`src/rtl/data_cache_ctrl_pkg.sv`:
```
// Shared definitions for the MEM-stage data cache: FSM state encoding,
// word width, default geometry and field-width helpers.
// Pure declarations; no logic, no latency, no flow control.
package data_cache_ctrl_pkg;

    localparam int WORD_W    = 32;
    localparam int DEF_LINES = 16;
    localparam int DEF_WORDS = 4;

    // Address split: {tag, index, offset, 2'b00}
    function automatic int offsetWidth(input int words);
        return $clog2(words);
    endfunction

    function automatic int indexWidth(input int lines);
        return $clog2(lines);
    endfunction

    function automatic int tagWidth(input int lines, input int words);
        return WORD_W - 2 - $clog2(words) - $clog2(lines);
    endfunction

    localparam int OFFSET_W = offsetWidth(DEF_WORDS);
    localparam int INDEX_W  = indexWidth(DEF_LINES);
    localparam int TAG_W    = tagWidth(DEF_LINES, DEF_WORDS);

    typedef enum logic [1:0] {
        IDLE   = 2'd0,
        REFILL = 2'd1,
        WRITE  = 2'd2,
        WDONE  = 2'd3
    } cacheState_t;

endpackage

```
`src/rtl/data_cache_ctrl_line_array.sv`:
```
// Valid/tag/data storage for the direct-mapped cache lines.
// Latency: combinational read port, single-word write lands on the next CLK edge.
// Backpressure: none; writes are accepted every cycle wrEn is high.
// Ports: rd* select and return one line's valid/tag and one word;
//        wr* write one word, setValid/clrValid update the line at wrIndex
//        (setValid also writes wrTag). Valid bits clear on async reset.
module cache_line_array
    import data_cache_ctrl_pkg::*;
#(
    parameter int LINES = DEF_LINES,
    parameter int WORDS = DEF_WORDS
) (
    input  logic                          CLK,
    input  logic                          reset,
    input  logic [indexWidth(LINES)-1:0]  rdIndex,
    input  logic [offsetWidth(WORDS)-1:0] rdOffset,
    output logic                          rdValid,
    output logic [tagWidth(LINES,WORDS)-1:0] rdTag,
    output logic [WORD_W-1:0]             rdWord,
    input  logic                          wrEn,
    input  logic [indexWidth(LINES)-1:0]  wrIndex,
    input  logic [offsetWidth(WORDS)-1:0] wrOffset,
    input  logic [WORD_W-1:0]             wrData,
    input  logic                          setValid,
    input  logic                          clrValid,
    input  logic [tagWidth(LINES,WORDS)-1:0] wrTag
);

    localparam int TagW = tagWidth(LINES, WORDS);

    logic [LINES-1:0]  validBits;
    logic [TagW-1:0]   tagMem  [LINES];
    logic [WORD_W-1:0] dataMem [LINES*WORDS];

    assign rdValid = validBits[rdIndex];
    assign rdTag   = tagMem[rdIndex];
    assign rdWord  = dataMem[{rdIndex, rdOffset}];

    always_ff @(posedge CLK or posedge reset) begin
        if (reset) begin
            validBits <= '0;
        end else if (setValid) begin
            validBits[wrIndex] <= 1'b1;
        end else if (clrValid) begin
            validBits[wrIndex] <= 1'b0;
        end
    end

    always_ff @(posedge CLK) begin
        if (setValid) begin
            tagMem[wrIndex] <= wrTag;
        end
        if (wrEn) begin
            dataMem[{wrIndex, wrOffset}] <= wrData;
        end
    end

endmodule

```
`src/rtl/data_cache_ctrl.sv`:
```
// Direct-mapped, write-through, no-write-allocate data cache controller (MEM stage).
// Latency: read hit 0 cycles; read miss WORDS memory acks + 1; write = 1 ack + 1 (WDONE).
// Backpressure: stall freezes the pipeline during refill/write-through; memory side
// holds memReq with stable address/data until memAck.
// Ports: CLK/reset; MemRead/MemWrite/address/writeData from the pipeline;
//        readData/hit/stall to the pipeline; mem* single-word req/ack to main memory.
module data_cache_ctrl
    import data_cache_ctrl_pkg::*;
#(
    parameter int LINES = DEF_LINES,
    parameter int WORDS = DEF_WORDS
) (
    input  logic        CLK,
    input  logic        reset,
    input  logic        MemRead,
    input  logic        MemWrite,
    input  logic [31:0] address,
    input  logic [31:0] writeData,
    output logic [31:0] readData,
    output logic        hit,
    output logic        stall,
    output logic        memReq,
    output logic        memWe,
    output logic [31:0] memAddr,
    output logic [31:0] memWriteData,
    input  logic [31:0] memReadData,
    input  logic        memAck
);

    localparam int OffW = offsetWidth(WORDS);
    localparam int IdxW = indexWidth(LINES);
    localparam int TagW = tagWidth(LINES, WORDS);

    cacheState_t       state, nextState;
    logic [OffW-1:0]   refillCnt;
    logic [29:0]       latWordAddr;   // word address; low OffW bits zero during refill
    logic [31:0]       latData;

    logic [IdxW-1:0]   curIndex, latIndex, arrWrIndex;
    logic [OffW-1:0]   curOffset, arrWrOffset;
    logic [TagW-1:0]   curTag, latTag, lineTag;
    logic [31:0]       lineWord, arrWrData;
    logic              lineValid, lineHit;
    logic              arrWrEn, arrSetValid, arrClrValid;
    logic              startWrite, startRefill, refillAck;
    logic              unusedAddrBits;

    assign unusedAddrBits = ^address[1:0];

    assign curOffset = address[2 +: OffW];
    assign curIndex  = address[2+OffW +: IdxW];
    assign curTag    = address[31 -: TagW];
    assign latIndex  = latWordAddr[OffW +: IdxW];
    assign latTag    = latWordAddr[29 -: TagW];
    assign lineHit   = lineValid && (lineTag == curTag);

    // Store write-update uses the live pipeline address; refill uses the latched line.
    assign arrWrIndex  = (state == IDLE) ? curIndex  : latIndex;
    assign arrWrOffset = (state == IDLE) ? curOffset : refillCnt;
    assign arrWrData   = (state == IDLE) ? writeData : memReadData;

    cache_line_array #(.LINES(LINES), .WORDS(WORDS)) u_lines (
        .CLK      (CLK),
        .reset    (reset),
        .rdIndex  (curIndex),
        .rdOffset (curOffset),
        .rdValid  (lineValid),
        .rdTag    (lineTag),
        .rdWord   (lineWord),
        .wrEn     (arrWrEn),
        .wrIndex  (arrWrIndex),
        .wrOffset (arrWrOffset),
        .wrData   (arrWrData),
        .setValid (arrSetValid),
        .clrValid (arrClrValid),
        .wrTag    (latTag)
    );

    always_comb begin
        nextState    = state;
        readData     = '0;
        hit          = 1'b0;
        stall        = 1'b0;
        memReq       = 1'b0;
        memWe        = 1'b0;
        memAddr      = '0;
        memWriteData = '0;
        arrWrEn      = 1'b0;
        arrSetValid  = 1'b0;
        arrClrValid  = 1'b0;
        startWrite   = 1'b0;
        startRefill  = 1'b0;
        refillAck    = 1'b0;
        // Gating on reset drops memReq combinationally and blocks array writes.
        if (!reset) begin
            unique case (state)
                IDLE: begin
                    if (MemWrite) begin
                        stall      = 1'b1;
                        startWrite = 1'b1;
                        arrWrEn    = lineHit;
                        nextState  = WRITE;
                    end else if (MemRead) begin
                        if (lineHit) begin
                            hit      = 1'b1;
                            readData = lineWord;
                        end else begin
                            stall       = 1'b1;
                            startRefill = 1'b1;
                            // Evicted line goes invalid so partial data is never visible.
                            arrClrValid = 1'b1;
                            nextState   = REFILL;
                        end
                    end
                end
                REFILL: begin
                    memReq  = 1'b1;
                    memAddr = {latWordAddr[29:OffW], refillCnt, 2'b00};
                    stall   = 1'b1;
                    if (memAck) begin
                        refillAck = 1'b1;
                        arrWrEn   = 1'b1;
                        if (refillCnt == OffW'(WORDS-1)) begin
                            arrSetValid = 1'b1;
                            nextState   = IDLE;
                        end
                    end
                end
                WRITE: begin
                    memReq       = 1'b1;
                    memWe        = 1'b1;
                    memAddr      = {latWordAddr, 2'b00};
                    memWriteData = latData;
                    stall        = 1'b1;
                    if (memAck) begin
                        nextState = WDONE;
                    end
                end
                WDONE: begin
                    hit       = 1'b1;
                    nextState = IDLE;
                end
                default: nextState = IDLE;
            endcase
        end
    end

    always_ff @(posedge CLK or posedge reset) begin
        if (reset) begin
            state       <= IDLE;
            refillCnt   <= '0;
            latWordAddr <= '0;
            latData     <= '0;
        end else begin
            state <= nextState;
            if (startWrite) begin
                latWordAddr <= address[31:2];
                latData     <= writeData;
            end else if (startRefill) begin
                latWordAddr <= {address[31:2+OffW], {OffW{1'b0}}};
                refillCnt   <= '0;
            end
            if (refillAck) begin
                refillCnt <= refillCnt + 1'b1;   // wraps to 0 after the last word
            end
        end
    end

endmodule

```
`config.mk`:
```
export PLATFORM = sky130hd
export DESIGN_NAME = data_cache_ctrl
export DESIGN_NICKNAME = d
export VERILOG_FILES = /design/src/rtl/data_cache_ctrl_pkg.sv /design/src/rtl/data_cache_ctrl_line_array.sv /design/src/rtl/data_cache_ctrl.sv
export SDC_FILE = /design/constraint.sdc
export NUM_CORES = 2
export LEC_CHECK = 0
export BUFFER_PORTS_ARGS = -buffer_cell sky130_fd_sc_hd__buf_4
export CAP_MARGIN = 5
export CORE_UTILIZATION = 35
export CTS_BUF_LIST = sky130_fd_sc_hd__clkbuf_16
export DETAILED_ROUTE_END_ITERATION = 10
export SLEW_MARGIN = 20
export SYNTH_ARGS = -nofsm -noshare
export SYNTH_HDL_FRONTEND = slang
export SYNTH_HIERARCHICAL = 1
export SYNTH_SLANG_ARGS = --single-unit
export TNS_END_PERCENT = 5
```
`constraint.sdc`:
```
create_clock -name CLK -period 6.2 [get_ports CLK]
set_input_delay 0.31 -clock CLK [delete_from_list [all_inputs] [get_ports CLK]]
set_output_delay 0.31 -clock CLK [all_outputs]
set_load 0.05 [all_outputs]
```
==> impl_metrics.ini <==
[synthesis]
post-synth-top-count-cell = edfxtp_1
ys_top_cells_by_area = edfxtp_1 75%, mux4_2 16%, dfrtp_1 2.1%, mux2i_1 0.66%, mux2_2 0.65%
synthTopCellsByCount = 2432 x edfxtp_1, 687 x mux4_2, 167 x nand2_1, 120 x clkbuf_1, 108 x nor2_1
synth_compound_area_frac = 0.0188
syn_inst = 4346
ys_warn_count = 6
synth_adder_area_share = 0.000770
synth_xor_xnor_area_share = 0.00216
synth_cell_type_count = 54
synthSimpleGateAreaFrac = 0.0223
yosys.area.top_type = edfxtp_1
synth-edff-count = 2432
ys_seq_elements = 2514
synthMuxAreaShare = 0.172
synthArstFlopShare = 0.0326
yosysTopAreaCellShare = 0.749
syn_avg_cell_area_um2 = 22.4
yosysSeqAreaShare = 0.770
synth_flop_cell = edfxtp_1
syn_area_um2 = 97500
synth_top_family_by_area = multiplexers

[place]
gp_congestion = 0.779
portBuffers = 196
postPlaceCellArea_um2 = 106000
dpl.hpwl_mm = 145

[cts]
path_clk_slew_ns = 0.06
ctsHtreeMaxLevel = 5
cts_buffers = 277
cts_setup_buffers = 0
cts_tree = done
root_buffer = clkbuf_16
clock_path_buffers = 4
insertion_delay_ns = 0.93
clock-sinks = 2514

[run]
cap_viol_max_count = 0

[die]
initial_core_util = 0.352
fp.coreArea_um2 = 277000
die_y_um = 530
dieWidth_um = 530
die_area_um2 = 281000
io_pins = 201
row_count = 193

[sta]
rsz0062_at_grt = false
timing.fmax_ghz = 0.181
fin_setup_tns_ns = 0
skew_ns = 0.0730
slew_headroom = 0.270
slew_violations = 0
hold_viol_final = 0
fin_crit_ns = 5.53
tightest_slew_ns = 1.09
fin_crit_sh = 0.892
finalSetupViolCount = 0

[drt]
drt_wl_total_mm = 249
drt_iter0_markers = 4976
drc = 0
final_antenna_net_count = 0
vias_per_cell = 5.37
firstDrtPassIters = 5
vias = 47200
wl_per_cell_um = 28.4

[final_layout]
fill_cells = 24000
final_area_um2 = 115000
multi_input_area_um2 = 21800
drive_gt1_frac = 0.325
regArea_um2 = 75100
syn_to_final_growth_pct = 17.7
finalNetCount = 4990
final_core_util = 0.415

[grt]
grt_use_total = 0.177
grt_pass1_wl_mm = 355
overflow = 0
antenna_found_initial = 9
grt_pass1_vias = 48100
grt_max_degree = 104

[min_path]
hold_path_depth = 4
hold_class = input port to flip-flop

[worst_setup_path]
rr_worst_depth = 14
startpoint_type = input port
worst_setup_path_end_kind = output port
critPathArrivalTime_ns = 5.22
critPathKind = input port to output port
required_ns = 5.89
crit_fanout = 83

[outcome]
status = complete, no violations

[power]
powerDensity_nw_per_um2 = 366
ir_drop_mv = 0.340
p_total_uw = 42000
p_leak_uw = 0.0366
-- critical path: stages --
cell and delay, ns:
dlygate4sd3_1 0.56, buf_8 0.52, buf_4 0.38, mux4_2 0.37, mux4_2 0.49, xnor2_1 0.29, nand4_1 0.29, or4_4 0.65
nor4_4 0.14, buf_4 0.60, and2_1 0.24, buf_4 0.20
-- state kept, by name, indices dropped and copies added, names as in the netlist, named ones only --
register         count
latData             32
u_lines/dataMem   2048
u_lines/tagMem     384
refillCnt            2
latWordAddr         30
state                2
-- through the flow --
step,hold slack [ns],cells,setup WS (ns)
floorplan,0.224,4347,0.730
global placement,0.452,8245,0.418
detailed placement,0.455,8248,0.529
CTS,0.0461,8779,0.548
global route,0.113,8780,0.447
finish,0.0812,8784,0.671
-- kinds of logic after synthesis --
logic type / count (synthesis)
flip-flops: 2514
multiplexers: 812
AND/OR/NAND/NOR: 467
buffers and inverters: 283
AO/OA/AOI/OAI: 239
XOR/XNOR: 24
adder cells (fa/ha/maj): 6
other: 1
-- cell usage in the layout, fill, tap and decap left out, drive strengths merged, types with 18 or more instances in the layout --
cell type,Yosys,layout
a221oi,28,28
a22oi,48,48
and2,67,67
buf,126,442
bufinv,0,19
clkbuf,120,287
clkinv,1,100
dfrtp,82,82
dlygate4sd3,0,61
edfxtp,2432,2432
inv,36,95
mux2,61,61
mux2i,64,64
mux4,687,687
nand2,167,167
nand3,18,18
nor2,108,108
nor3,63,63
o21ai,40,40
o32ai,28,28
xnor2,24,24
-- routing by layer --
| layer | GRT usage | routed length, um |
|---|---|---|
| met4 | 0.0575 | 8140 |
| met2 | 0.291 | 123000 |
| met5 | 0 | 23 |
| met1 | 0.241 | 102000 |
| met3 | 0.0304 | 16700 |
-- worst paths after layout --
path                                  startpoint                       to  slack (ns)
min in group asynchronous                  reset                 state[0]        0.23
max reg2reg                u_lines/tagMem[2][18]  u_lines/dataMem[40][25]        1.38
min                                      MemRead                 state[1]        0.08
max in group asynchronous                  reset              latData[14]        4.87
max                                   address[5]              readData[7]        0.67
min reg2reg                          latData[22]              latData[22]        0.47
-- power by group --
| part | switching [uW] | total, uW | internal (uW) |
|---|---|---|---|
| Combinational | 3880 | 5230 | 1360 |
| Sequential | 445 | 21300 | 20900 |
| Clock | 6370 | 15500 | 9110 |
| Total | 10700 | 42000 | 31300 |
-- layout make-up --
class / instances / share of cell area
Sequential cell: 2514 / 0.654
Timing Repair Buffer: 503 / 0.0407
Antenna cell: 5 / 0.000109
Multi-Input combinational cell: 1550 / 0.190
Clock buffer: 287 / 0.0625
Clock inverter: 183 / 0.0113
Inverter: 37 / 0.00123
Tap cell: 3705 / 0.0404
-- repair_timing --
item,4_1_cts,5_1_grt
hold endpoints to repair,108,0
hold buffers,61,0
resized for setup,0,0
Power figures use the tool's default switching activity.
